===== src/rtl/moduldemo_arbiter.sv =====
// Round-robin arbiter giving three requesters exclusive, fixed-length slots on
// the single data/flag input port of one MODULDEMO instance. All outputs are
// registered; the captured word and flag stay frozen for the whole slot.
module moduldemo_arbiter #(
    parameter int unsigned       DATA_W      = 8,
    parameter int unsigned       HOLD_CYCLES = 4,
    parameter logic [DATA_W-1:0] IDLE_VALUE  = '0
) (
    input  logic              clk,
    input  logic              reset_n,
    input  logic [2:0]        req,
    input  logic [DATA_W-1:0] data_0,
    input  logic [DATA_W-1:0] data_1,
    input  logic [DATA_W-1:0] data_2,
    input  logic              flag_0,
    input  logic              flag_1,
    input  logic              flag_2,
    output logic [2:0]        gnt,
    output logic [2:0]        ack,
    output logic [DATA_W-1:0] out_data,
    output logic              out_flag,
    output logic              busy
);

    localparam logic [7:0] HoldLoad = 8'(HOLD_CYCLES - 1);

    typedef enum logic [1:0] {StIdle, StGrant, StRelease} state_e;

    state_e            state_q, state_d;
    logic [7:0]        cnt_q, cnt_d;
    logic [1:0]        last_q, last_d;
    logic [2:0]        gnt_q, gnt_d;
    logic [2:0]        ack_q, ack_d;
    logic [DATA_W-1:0] out_data_q, out_data_d;
    logic              out_flag_q, out_flag_d;
    logic              busy_q, busy_d;

    logic [1:0]        pick_idx;
    logic [DATA_W-1:0] pick_data;
    logic              pick_flag;

    // Round-robin pick: search starts at the requester after the last winner.
    always_comb begin
        pick_idx = 2'd0;
        case (last_q)
            2'd0: begin
                if (req[1])      pick_idx = 2'd1;
                else if (req[2]) pick_idx = 2'd2;
                else             pick_idx = 2'd0;
            end
            2'd1: begin
                if (req[2])      pick_idx = 2'd2;
                else if (req[0]) pick_idx = 2'd0;
                else             pick_idx = 2'd1;
            end
            default: begin
                if (req[0])      pick_idx = 2'd0;
                else if (req[1]) pick_idx = 2'd1;
                else             pick_idx = 2'd2;
            end
        endcase
    end

    // Route the winner's word and flag toward the capture registers.
    always_comb begin
        pick_data = data_0;
        pick_flag = flag_0;
        case (pick_idx)
            2'd1:    begin pick_data = data_1; pick_flag = flag_1; end
            2'd2:    begin pick_data = data_2; pick_flag = flag_2; end
            default: begin pick_data = data_0; pick_flag = flag_0; end
        endcase
    end

    // Next-state and next-output logic for the slot FSM.
    always_comb begin
        state_d    = state_q;
        cnt_d      = cnt_q;
        last_d     = last_q;
        gnt_d      = gnt_q;
        ack_d      = 3'b000;
        out_data_d = out_data_q;
        out_flag_d = out_flag_q;
        busy_d     = busy_q;
        unique case (state_q)
            StIdle: begin
                gnt_d      = 3'b000;
                out_data_d = IDLE_VALUE;
                out_flag_d = 1'b0;
                busy_d     = 1'b0;
                if (|req) begin
                    state_d    = StGrant;
                    gnt_d      = 3'b001 << pick_idx;
                    out_data_d = pick_data;
                    out_flag_d = pick_flag;
                    cnt_d      = HoldLoad;
                    last_d     = pick_idx;
                    busy_d     = 1'b1;
                    // A one-cycle slot acks in its only cycle.
                    if (HoldLoad == 8'd0) ack_d = 3'b001 << pick_idx;
                end
            end
            StGrant: begin
                if ((req & gnt_q) == 3'b000 || cnt_q == 8'd0) begin
                    // Slot completed or aborted by the owner dropping req.
                    state_d    = StRelease;
                    gnt_d      = 3'b000;
                    out_data_d = IDLE_VALUE;
                    out_flag_d = 1'b0;
                end else begin
                    cnt_d = cnt_q - 8'd1;
                    // Registered ack must be set one edge before the last cycle.
                    if (cnt_q == 8'd1) ack_d = gnt_q;
                end
            end
            StRelease: begin
                state_d = StIdle;
                busy_d  = 1'b0;
            end
            default: begin
                state_d    = StIdle;
                gnt_d      = 3'b000;
                out_data_d = IDLE_VALUE;
                out_flag_d = 1'b0;
                busy_d     = 1'b0;
            end
        endcase
    end

    // State and output registers with synchronous active-low reset.
    always_ff @(posedge clk) begin
        if (!reset_n) begin
            state_q    <= StIdle;
            cnt_q      <= 8'd0;
            last_q     <= 2'd2;
            gnt_q      <= 3'b000;
            ack_q      <= 3'b000;
            out_data_q <= IDLE_VALUE;
            out_flag_q <= 1'b0;
            busy_q     <= 1'b0;
        end else begin
            state_q    <= state_d;
            cnt_q      <= cnt_d;
            last_q     <= last_d;
            gnt_q      <= gnt_d;
            ack_q      <= ack_d;
            out_data_q <= out_data_d;
            out_flag_q <= out_flag_d;
            busy_q     <= busy_d;
        end
    end

    assign gnt      = gnt_q;
    assign ack      = ack_q;
    assign out_data = out_data_q;
    assign out_flag = out_flag_q;
    assign busy     = busy_q;

endmodule


===== config.mk =====
export PLATFORM = sky130hd
export DESIGN_NAME = moduldemo_arbiter
export DESIGN_NICKNAME = d
export VERILOG_FILES = /design/src/rtl/moduldemo_arbiter.sv
export SDC_FILE = /design/constraint.sdc
export NUM_CORES = 1
export LEC_CHECK = 0
export ABC_AREA = 1
export BUFFER_PORTS_ARGS = -buffer_cell sky130_fd_sc_hd__buf_4
export CAP_MARGIN = 20
export CORE_MARGIN = 2
export CORE_UTILIZATION = 46
export CTS_CLUSTER_DIAMETER = 200
export DETAILED_ROUTE_END_ITERATION = 12
export MAX_ROUTING_LAYER = met4
export PLACE_DENSITY_LB_ADDON = 0.12
export SLEW_MARGIN = 30
export SYNTH_ARGS = -nofsm -noshare
export SYNTH_HDL_FRONTEND = slang
export SYNTH_SLANG_ARGS = --single-unit

===== constraint.sdc =====
create_clock -name clk -period 2 [get_ports clk]
set_clock_uncertainty 0.2 [all_clocks]
set_input_delay 0.4 -clock clk [delete_from_list [all_inputs] [get_ports clk]]
set_output_delay 0.4 -clock clk [all_outputs]
set_load 0.02 [all_outputs]

==> impl_metrics.json <==
{
  "status": "complete, no violations",
  "drcViolationCount": 0,
  "hp-class": "primary input to flip-flop",
  "dieArea_sq_mm": 0.00400,
  "crit_path_frequent_cell": "nand2_1",
  "num_rows": 21,
  "clock_path_buffers": 2,
  "chipWidth_um": 63.2,
  "grt_pass1_wl_mm": 6.35,
  "crit_slowest_cell": "dfxtp_1",
  "synth_cell_types": 28,
  "min_period_ns": 1.87,
  "peakVddDrop_uv": 405,
  "start_util": 0.480,
  "htreeDepth": 1,
  "grt_pass1_vias": 1514,
  "dpl.hpwl_mm": 2.76,
  "p_int_uw": 1090,
  "relSlewSlack": 0.778,
  "setup_viol": 0,
  "io_buffers": 47,
  "area_growth_pct": 33.4,
  "wire_per_inst_um": 11.3,
  "cp-end-kind": "flip-flop",
  "syn_inst": 233,
  "synth_warnings": 0,
  "tns_ns": 0,
  "drv_slew": 0,
  "mappedNetlistNets": 271,
  "synth_seq_cells": 28,
  "avgSynthCellArea_sq_um": 6.92,
  "post_cts_resized": 0,
  "critPathKind": "flip-flop to flip-flop",
  "path_cells": "inv_2 > o311ai_4 > inv_2 > ha_4 > buf_4 > nand2_1 > nand2_1 > nand2_1 > a21oi_1",
  "io_pins": 48,
  "powerDensity_mw_per_mm2": 778,
  "place.gp.congestion": 0.814,
  "clk_pin_slew_ns": 0.16,
  "hold_viol": 0,
  "grt_remaining_overflow": 0,
  "clk_latency_ns": 0.34,
  "core_sq_mm": 0.00336,
  "leakage_uw": 0.00102,
  "required_ns": 2.07,
  "clock-sinks": 28,
  "num_antenna_cells": 0,
  "seqPwrFrac": 0.390,
  "clkPwrFrac": 0.228,
  "dp_cells": 326,
  "ant_nets": 0,
  "dr.pass1.iters": 4,
  "timing.final.ws_setup_ns": 0.131,
  "drt-initial-drc-count": 57,
  "grt_antenna_before_repair": 0,
  "post-place-ws_ns": -0.110,
  "cts_inserted_buffers": 3,
  "startpoint_type": "flip-flop",
  "post_cts_buffers": 0,
  "arrival_ns": 1.94,
  "p_sw_frac": 0.350,
  "timing.fmax_mhz": 535,
  "num_vias": 1609,
  "die_y_um": 63.2,
  "instances_no_fill": 331,
  "worst_pin_slew_ns": 0.331,
  "maxCapViolCount": 0,
  "netlist_area_sq_mm": 0.00161,
  "reg2reg_slack_ns": 0.13,
  "cts_tree": "done",
  "drive_above_1_share": 0.316,
  "min_period_over_period": 0.935,
  "grt_use_total": 0.201,
  "critPathMaxStageDelay_ns": 0.35,
  "grt_max_degree": 17,
  "viasPerCell": 4.86,
  "synth-seq-area-share": 0.348,
  "rsz0062_at_grt": "no",
  "hold_buffers": 0,
  "cp_max_fo": 9,
  "p_switching_uw": 586,
  "combPwrFrac": 0.382,
  "wl_mm": 3.76,
  "cts_root_buffer": "clkbuf_4",
  "nets": 324
}
==> Yosys cell counts, drive strengths merged <==
master,count,area share
o311ai,1,0.0054
dfxtp,28,0.35
clkinv,2,0.0047
clkbuf,3,0.0070
nor2,33,0.11
ha,6,0.047
or2,1,0.0054
a22o,9,0.049
inv,23,0.055
a21oi,19,0.059
a31o,1,0.0054
a22oi,1,0.0047
nand2,87,0.23
buf,4,0.022
nor3,1,0.0031
nand3,7,0.022
xor2,1,0.0054
o21ai,4,0.012
nand4,2,0.0078
==> layer usage <==
metal  share of wire  vias to the layer above  global-route usage
met5               0                        -                   -
met4          0.0075                        0              0.0571
met3           0.050                        4              0.0321
met2            0.46                       40               0.326
met1            0.48                      726               0.259
li1                -                      839                   -
==> through the flow <==
stage               instance area, sq um  utilization  hold slack [ns]  total power [uW]
finish                              2150        0.640            0.121              1670
floorplan                           1620            -            0.243              1070
CTS                                 2100        0.625            0.107              1640
detailed placement                  2050        0.609            0.263              1260
global route                        2150        0.640            0.103              1790
global placement                    2050        0.609            0.256              1260
==> power by group through the flow <==
| stage | clock (uW) | combinational, uW | sequential (uW) |
|---|---|---|---|
| floorplan | 0 | 381 | 691 |
| global placement | 0 | 596 | 662 |
| detailed placement | 0 | 603 | 662 |
| CTS | 384 | 604 | 651 |
| global route | 413 | 719 | 659 |
| finish | 381 | 640 | 652 |
==> cells by family after synthesis <==
group,count (synthesis),synth area share
simple gates,131,0.375
compound gates,35,0.136
buf+inv,32,0.0892
flops,28,0.348
fa+ha+maj,6,0.0465
xor+xnor,1,0.00543
==> critical path: cells and delay by family (launching register included) <==
family | cells | cell delay [ns]
AO/OA/AOI/OAI | 2 | 0.43
flip-flops | 1 | 0.35
buffers and inverters | 3 | 0.35
adder cells (fa/ha/maj) | 1 | 0.32
AND/OR/NAND/NOR | 3 | 0.16
==> cell usage in the layout (no fill, tap or decap), types with 2 or more instances in the layout <==
cell type and instances:
buf_4 53, nand2_4 3, nor2_4 4, nand2_1 77, inv_2 4, a22o_1 9
ha_1 3, nor2_2 3, nor2_1 25, nand2_2 7, a21oi_1 19, nand4_1 2
inv_1 18, clkbuf_4 3, nand3_1 7, clkinvlp_4 2, o21ai_0 4, dfxtp_1 27
ha_4 2
==> worst paths after layout <==
check | startpoint | endpoint | cells after the start
max | last_q[1] | out_data[0] | 9
max reg2reg | last_q[1] | out_data[0] | 9
min reg2reg | gnt[1] | ack[1] | 2
min | reset_n | cnt_q[1] | 3
==> state kept, by name (all words and copies together), names as in the netlist <==
register and flops:
busy 1, state_q 2, gnt 3, cnt_q 8, out_flag 1, last_q 2
out_data 8, ack 3
==> cell type report <==
| type | instances | area (sq um) |
|---|---|---|
| Clock buffer | 3 | 22.5 |
| Clock inverter | 1 | 30.0 |
| Inverter | 25 | 100 |
| Fill cell | 321 | 1210 |
| Tap cell | 46 | 57.6 |
| Timing Repair inverter | 1 | 7.51 |
| Multi-Input combinational cell | 173 | 953 |
| Timing Repair Buffer | 54 | 418 |
| Sequential cell | 28 | 562 |
Note: power is estimated with default switching activity, not from simulation.
